===== src/rtl/pipe_pkg.sv =====
// pipe_pkg: shared FSM states and stage indices for the pipeline controller
package pipe_pkg;
    typedef enum logic [1:0] {RUN, DRAIN, HALTED} state_t;
    localparam int PC_IDX     = 0;
    localparam int IF_ID_IDX  = 1;
    localparam int ID_EX_IDX  = 2;
    localparam int EX_MEM_IDX = 3;
    localparam int MEM_WB_IDX = 4;
endpackage


===== src/rtl/prio_enc.sv =====
// prio_enc: index of the highest set bit, plus an any-set flag
module prio_enc #(
    parameter int W = 5
) (
    input  logic [W-1:0]         req,
    output logic [$clog2(W)-1:0] idx,
    output logic                 valid
);
    localparam int IW = $clog2(W);
    always_comb begin
        idx = '0;
        for (int i = 0; i < W; i++)
            if (req[i]) idx = IW'(i);
    end
    assign valid = |req;
endmodule


===== src/rtl/pipe_ctrl.sv =====
// pipe_ctrl: pipeline stall/bubble/flush resolution with debug drain-halt,
// stall watchdog and stall-cycle counter
module pipe_ctrl
    import pipe_pkg::*;
#(
    parameter int STAGES    = 5,
    parameter int MAX_STALL = 64,
    parameter int CNT_W     = 32
) (
    input  logic                      clk,
    input  logic                      rst,
    input  logic                      rdy,
    input  logic [STAGES-1:0]         stall_req,
    input  logic                      flush_req,
    input  logic [$clog2(STAGES)-1:0] flush_stage,
    input  logic                      halt_req,
    output logic [STAGES-1:0]         stall,
    output logic [STAGES-1:0]         bubble,
    output logic                      halt_ack,
    output logic                      stall_timeout,
    output logic [CNT_W-1:0]          stall_cycles
);
    localparam int IW = $clog2(STAGES);
    localparam int WW = $clog2(MAX_STALL + 1);
    state_t            state, state_n;
    logic [IW-1:0]     k, tgt, pend_j, dcnt, dcnt_n;
    logic [WW-1:0]     wd;
    logic [STAGES-1:0] stall_c, bub_c;
    logic              any, pend_v, eff, stalled;
    prio_enc #(.W(STAGES)) u_enc (.req(stall_req), .idx(k), .valid(any));
    assign stalled  = any || !rdy;
    assign tgt      = flush_req ? flush_stage : pend_j;
    // A flush lands only once every stalled register sits strictly below its target
    assign eff      = rdy && state != HALTED && (flush_req || pend_v) && (!any || k < tgt);
    assign halt_ack = state == HALTED;
    always_comb begin
        stall_c = '0;
        bub_c   = '0;
        for (int i = 0; i < STAGES; i++) begin
            stall_c[i] = any && IW'(i) <= k;
            if (i > 0) bub_c[i] = (any && IW'(i - 1) == k) || (eff && IW'(i) <= tgt);
        end
        if (eff) stall_c[PC_IDX] = 1'b0;
        if (state == DRAIN) begin
            stall_c[PC_IDX]   = 1'b1;
            bub_c[IF_ID_IDX]  = 1'b1;
        end
        if (state == HALTED || !rdy) begin
            stall_c = '1;
            bub_c   = '0;
        end
        stall  = rst ? stall_c : '0;
        bubble = rst ? (bub_c & ~stall_c) : '0;
    end
    always_comb begin
        state_n = state;
        dcnt_n  = dcnt;
        case (state)
            RUN:    if (halt_req) begin
                        state_n = DRAIN;
                        dcnt_n  = '0;
                    end
            DRAIN:  if (!halt_req) begin
                        state_n = RUN;
                        dcnt_n  = '0;
                    end else if (!any && rdy) begin
                        state_n = dcnt == IW'(STAGES - 2) ? HALTED : DRAIN;
                        dcnt_n  = dcnt == IW'(STAGES - 2) ? '0 : dcnt + 1'b1;
                    end
            HALTED: if (!halt_req) state_n = RUN;
            default: state_n = RUN;
        endcase
    end
    always_ff @(posedge clk or negedge rst) begin
        if (!rst) begin
            state         <= RUN;
            dcnt          <= '0;
            pend_v        <= 1'b0;
            pend_j        <= '0;
            wd            <= '0;
            stall_timeout <= 1'b0;
            stall_cycles  <= '0;
        end else begin
            state <= state_n;
            dcnt  <= dcnt_n;
            if (flush_req && !eff) begin
                pend_v <= 1'b1;
                pend_j <= flush_stage;
            end else if (eff) begin
                pend_v <= 1'b0;
            end
            wd            <= !stalled ? '0 : (wd == WW'(MAX_STALL) ? wd : wd + 1'b1);
            stall_timeout <= stalled && wd == WW'(MAX_STALL - 1);
            if (|stall_c) stall_cycles <= stall_cycles + 1'b1;
        end
    end
endmodule


===== config.mk =====
export PLATFORM = sky130hd
export DESIGN_NAME = pipe_ctrl
export DESIGN_NICKNAME = d
export VERILOG_FILES = /design/src/rtl/pipe_pkg.sv /design/src/rtl/prio_enc.sv /design/src/rtl/pipe_ctrl.sv
export SDC_FILE = /design/constraint.sdc
export NUM_CORES = 1
export LEC_CHECK = 0
export BUFFER_PORTS_ARGS = -buffer_cell sky130_fd_sc_hd__buf_2
export CAP_MARGIN = 20
export CORE_MARGIN = 3
export CORE_UTILIZATION = 30
export DETAILED_ROUTE_END_ITERATION = 10
export GPL_TIMING_DRIVEN = 1
export REMOVE_ABC_BUFFERS = 1
export SLEW_MARGIN = 20
export SYNTH_ARGS = -nofsm -noshare
export SYNTH_HDL_FRONTEND = slang
export SYNTH_SLANG_ARGS = --single-unit

===== constraint.sdc =====
create_clock -name clk -period 2.1 [get_ports clk]
set_clock_uncertainty 0.1 [all_clocks]
set_input_delay 0.21 -clock clk [delete_from_list [all_inputs] [get_ports clk]]
set_output_delay 0.21 -clock clk [all_outputs]
set_load 0.01 [all_outputs]

[Word-level counts from Yosys, hierarchy flattened]
Index checks and enable logic that the tools add are counted.
Word-level totals
  input port bits: 13
  bits in registers: 49
Cells by class
  muxes and demuxes: 27
  add/subtract/negate cells: 3
  bitwise gates (word level): 2
  reduce and logical (&&, ||, !) cells: 38
  magnitude comparators: 10
  eq/ne operators: 13
Operators by type and width (count)
  $add A32 B1 Y32 const B: 1
  $mux W5: 4
  $logic_and A1 B1 Y1: 19
  $mux W3: 6
  $mux W2: 7
  $mux W7: 2
  $le A2 B3 Y1 const A: 4
  $reduce_or A5 Y1: 2
  $le A1 B3 Y1 const A: 3
  $logic_or A1 B1 Y1: 8
  $ne A2 B2 Y1 const B: 4
  $add A7 B1 Y7 const B: 1
  $eq A7 B6 Y1 const B: 1
  $eq A7 B7 Y1 const B: 1
  $eq A2 B3 Y1 const A: 2
  $le A3 B3 Y1 const A: 2
  $mux W1: 6
  $pmux W2 S3: 1
  $pmux W3 S2: 1
  $reduce_and A3 Y1: 2
  $and A5 B5 Y5: 1
  $not A5 Y5: 1
  $reduce_bool A2 Y1: 2
  $add A3 B1 Y3 const B: 1
  other kinds (9): 11

[Longest topological paths before layout]
  word-level depth: 13
  mapped depth: 9
  depth with buffers taken out: 7

[By module]
From an unflattened synthesis, not the netlist that was laid out.
Second synthesis, totals
  cell total of the unflattened synthesis: 274
  area, all modules: 2678.8 sq um
By module, submodules not included
  pipe_ctrl: instances 1, cells an instance 266, area each 2636.3 sq um
  prio_enc: instances 1, cells an instance 8, area each 42.5 sq um

[Least setup slack after synthesis]
Ideal clock, no wire load.
  kind: input to output
  start point: input port flush_req
  end point: output port bubble[1]
  path slack: -0.130 ns
  arrival time: 1.920 ns
  stages on the path: 8
  buffers on the path: 1
  cells stage by stage: buf_2 mux2i_1 ha_1 a21oi_1 a21oi_2 nor2_1 nand2_1 a311oi_1
Between the ends
  longest elaborated chain between the ends: 10
  elaborated cells between the ends (all ways): 13
  those cells by class: order compare (2); mux (4); bitwise (1); reduce/logical (6)
Ends and longest elaborated chain
  start, declared: RTL line pipe_ctrl.sv:14  | input logic flush_req,
  $mux W3: RTL line pipe_ctrl.sv:32  | assign tgt = flush_req ? flush_stage : pend_j;
  $lt A3 B3 Y1: RTL line pipe_ctrl.sv:34  | assign eff = rdy && state != HALTED && (flush_req || pend_v) && (!any || k < tgt);
  $logic_or A1 B1 Y1: RTL line pipe_ctrl.sv:34
  $logic_and A1 B1 Y1: RTL line pipe_ctrl.sv:34
  $logic_and A1 B1 Y1 (*): RTL line pipe_ctrl.sv:41  | if (i > 0) bub_c[i] = (any && IW'(i - 1) == k) || (eff && IW'(i) <= tgt);
  $logic_or A1 B1 Y1 (*): RTL line pipe_ctrl.sv:41
  $mux W1 (*): RTL line pipe_ctrl.sv:44  | if (state == DRAIN) begin
  $mux W5 (*): RTL line pipe_ctrl.sv:48  | if (state == HALTED || !rdy) begin
  $and A5 B5 Y5 (*): RTL line pipe_ctrl.sv:53  | bubble = rst ? (bub_c & ~stall_c) : '0;
  $mux W5 (*): RTL line pipe_ctrl.sv:53
  end, declared: RTL line pipe_ctrl.sv:18  | output logic [STAGES-1:0] bubble,
Mark *: on every way between the ends. The rest lies on a longest branch, timed or not.

[Final worst setup path]
  start point: register pend_j[2]
  end point: output port stall[0]
Between the ends
  longest elaborated chain between the ends: 8
Ends and longest elaborated chain
  start, declared: RTL line pipe_ctrl.sv:26  | logic [IW-1:0] k, tgt, pend_j, dcnt, dcnt_n;
  start signal, assigned: RTL line pipe_ctrl.sv:88  | pend_j <= flush_stage;
  $mux W3: RTL line pipe_ctrl.sv:32
  $lt A3 B3 Y1: RTL line pipe_ctrl.sv:34
  $logic_or A1 B1 Y1: RTL line pipe_ctrl.sv:34
  $logic_and A1 B1 Y1: RTL line pipe_ctrl.sv:34
  $mux W1: RTL line pipe_ctrl.sv:43  | if (eff) stall_c[PC_IDX] = 1'b0;
  $mux W1: RTL line pipe_ctrl.sv:44
  $mux W5: RTL line pipe_ctrl.sv:48
  $mux W5: RTL line pipe_ctrl.sv:52  | stall = rst ? stall_c : '0;
  end, declared: RTL line pipe_ctrl.sv:17  | output logic [STAGES-1:0] stall,
Every way passes these cells.

==> flow_summary.yaml <==
outcome:
  status: "finished with violations"
  violations: "negative hold slack, negative setup slack"
critical_path:
  reg2reg_depth: 9
  regToRegSetupSlack_ns: -0.08
  crit_fanout: 4
  crit_arrival_ns: 2.00
  required_ns: 1.79
  crit_path_start: "pend_j[2]"
  r2r_end: "stall_cycles[27]"
  crit-reg2reg-launch: "pend_j[1]"
  endpoint_kind: "primary output"
  crit_path_start_kind: "register"
  critPathCapture: "stall[0]"
  crit_type: "register to primary output"
floorplanning:
  start_util: 0.317
  dieArea_sq_um: 9460
  core.rowCount: 32
  coreArea_sq_um: 7890
  die_w_um: 97.3
  io_pins: 57
  die_h_um: 97.3
clock_tree:
  path_clk_slew_ns: 0.09
  cts.sink_count: 49
  cts_root_buf: "clkbuf_8"
  clk_latency_ns: 0.30
  htree_levels: 2
  cts_made_buffers: 5
  cts_tree: "done"
  holdBufCountCts: 0
  cts_buffer_depth: 2
yosys:
  post-synth-top-count-cell: "dfrtp_1"
  synthDistinctLibCells: 42
  synth_top_area_share: 0.490
  synth_warnings: 0
  synth_area_per_cell_sq_um: 10.2
  synth_commonest_cells: "49 x dfrtp_1, 31 x xnor2_1, 21 x nand3_1, 20 x nor2_1, 17 x nand2_1"
  yosysTopAreaCell: "dfrtp_1"
  ys_ff_latch: 49
  syn_area_sq_um: 2500
  async_flop_share: 1.00
  synth_edf_count: 0
  syn_inst: 244
  ys.flop_type: "dfrtp_1"
  synth-seq-area-share: 0.490
  synthTopCellsByArea: "dfrtp_1 49%, xnor2_1 11%, nand3_1 4.2%, nor2_1 3.0%, and3_1 2.8%"
timing:
  rsz0062_at_grt: "true"
  timing.final.ws_setup_ns: -0.208
  timing.final.crit_share: 1.10
  min_period_ns: 2.31
  drv_slew: 0
  timing_hold_violations_final: 3
  tightest_slew_ns: 0.635
  clock.fmax_mhz: 433
  relSlewSlack: 0.577
  setup_violations: 16
  whs_ns: -0.00307
grt:
  grt_overflow: 0
  grt_pass1_wl_um: 9810
  grtUsageTotal: 0.125
  grt_pass1_vias: 2063
  antenna_found_initial: 0
  grt_max_degree: 50
pwr:
  p_per_area_nw_per_um2: 793
  max-vdd-ir-drop_mv: 0.385
  p_leak_nw: 1.63
cells_and_area:
  antenna_cells: 0
  nets: 346
  utilization: 0.427
  syn2layout_area_growth_pct: 34.7
  drive_gt1_frac: 0.398
drt:
  ant_nets: 0
  wl_met3_um: 330
  detail_route.wirelength.met1_um: 2810
  wirelength_um: 5790
  wl_met2_um: 2580
  top_layer: "met4"
  via_per_inst: 4.73
  drtPass1Iterations: 4
  wl_per_cell_um: 13.4
  drt-initial-drc-count: 100
  num_vias: 2040
  drc: 0
flow_run:
  max_cap_viol_count: 0
hold_path:
  hp-class: "primary input to asynchronous set/reset pin"
place:
  place.gp.congestion: 0.796
  dpl.hpwl_um: 4090
  portBuffers: 55
## power breakdown
group          switching, mW  internal [mW]
registers              0.174           1.11
clock network          0.314          0.389
logic                  0.339          0.348
## sequential cells by signal (all words and copies together) (netlist names)
signal / cells
wd: 7
stall_timeout: 1
state: 2
pend_v: 1
pend_j: 3
dcnt: 3
stall_cycles: 32
## per-layer routing
metal,vias up,track usage
li1,1009,-
met3,5,0.0388
met2,49,0.200
met1,977,0.164
met4,0,0.0319
met5,-,0
## repair_timing
item	CTS	global route
pin swaps	12	20
endpoints found under the setup margin	14	34
buffers inserted	6	1
gates resized for setup	7	32
endpoints found under the hold margin	0	0
## cell usage in the layout, fill, tap and decap left out, types with 2 or more instances in the layout
master,count
inv_1,5
buf_2,55
nor3_1,3
a21oi_2,3
xor2_1,6
and2_1,3
nor2_1,18
o21a_1,4
nand3_2,8
ha_1,5
o21ai_0,5
a21boi_0,2
and4_2,2
dfrtp_1,48
and3_1,11
a311oi_1,2
nand2_2,3
a21oi_1,7
mux2_2,4
nand4_1,10
xnor2_1,27
nand3_1,8
xnor2_2,4
buf_6,3
nor2_2,2
nand3_4,5
nor4_1,2
mux2i_1,3
clkbuf_8,6
nor2b_1,4
nand2_1,14
buf_4,27
## per-stage QoR
step | cells | TNS [ns] | setup slack [ns] | cell area, sq um | total power [mW]
floorplan | 236 | -0.0388 | -0.0388 | 2440 | 1.66
global placement | 417 | -0.251 | -0.0496 | 3030 | 1.93
detailed placement | 417 | -0.880 | -0.122 | 3030 | 1.94
CTS | 430 | -1.09 | -0.251 | 3200 | 2.69
global route | 431 | -4.84 | -0.366 | 3370 | 2.85
finish | 431 | -1.16 | -0.208 | 3370 | 2.67
## cells by family after synthesis
kind of cell,count (synthesis),share of synthesized area
xor gates and xnor gates,37,0.130
buffers and inverters,13,0.0295
and+or+nand+nor,103,0.214
DFF,49,0.490
muxes,8,0.0360
adders and majority gates,5,0.0250
AOI/OAI and AO/OA,28,0.0736
other,1,0.00150
## worst max-delay path, cell delays in order, from the launching register on
cell     delay, ns
dfrtp_1       0.39
mux2i_1       0.18
ha_1          0.29
a21oi_2       0.14
a21oi_2       0.08
nor2_2        0.16
buf_4         0.15
nor2_2        0.03
o21a_1        0.15
buf_2         0.14
## how the worst min path moves through the flow
stage                           startpoint          endpoint  cells after the start
after global routing                   rst          state[1]                      2
after CTS                              rst          state[1]                      2
final                                  rst          state[1]                      2
after detailed placement  stall_cycles[31]  stall_cycles[31]                      1
after global placement    stall_cycles[31]  stall_cycles[31]                      1
after floorplan                        rst           dcnt[0]                      0
## layout make-up
cell class                 count  area (sq um)
inverter                       5          18.8
fill                         741          4520
sequential                    49          1230
clock inverter                 1          30.0
clock buffer                   7          86.3
tap                          102           128
multi-input combinational    182          1370
timing repair buffer          85           512
No activity file was read; power rests on OpenSTA's default activity.
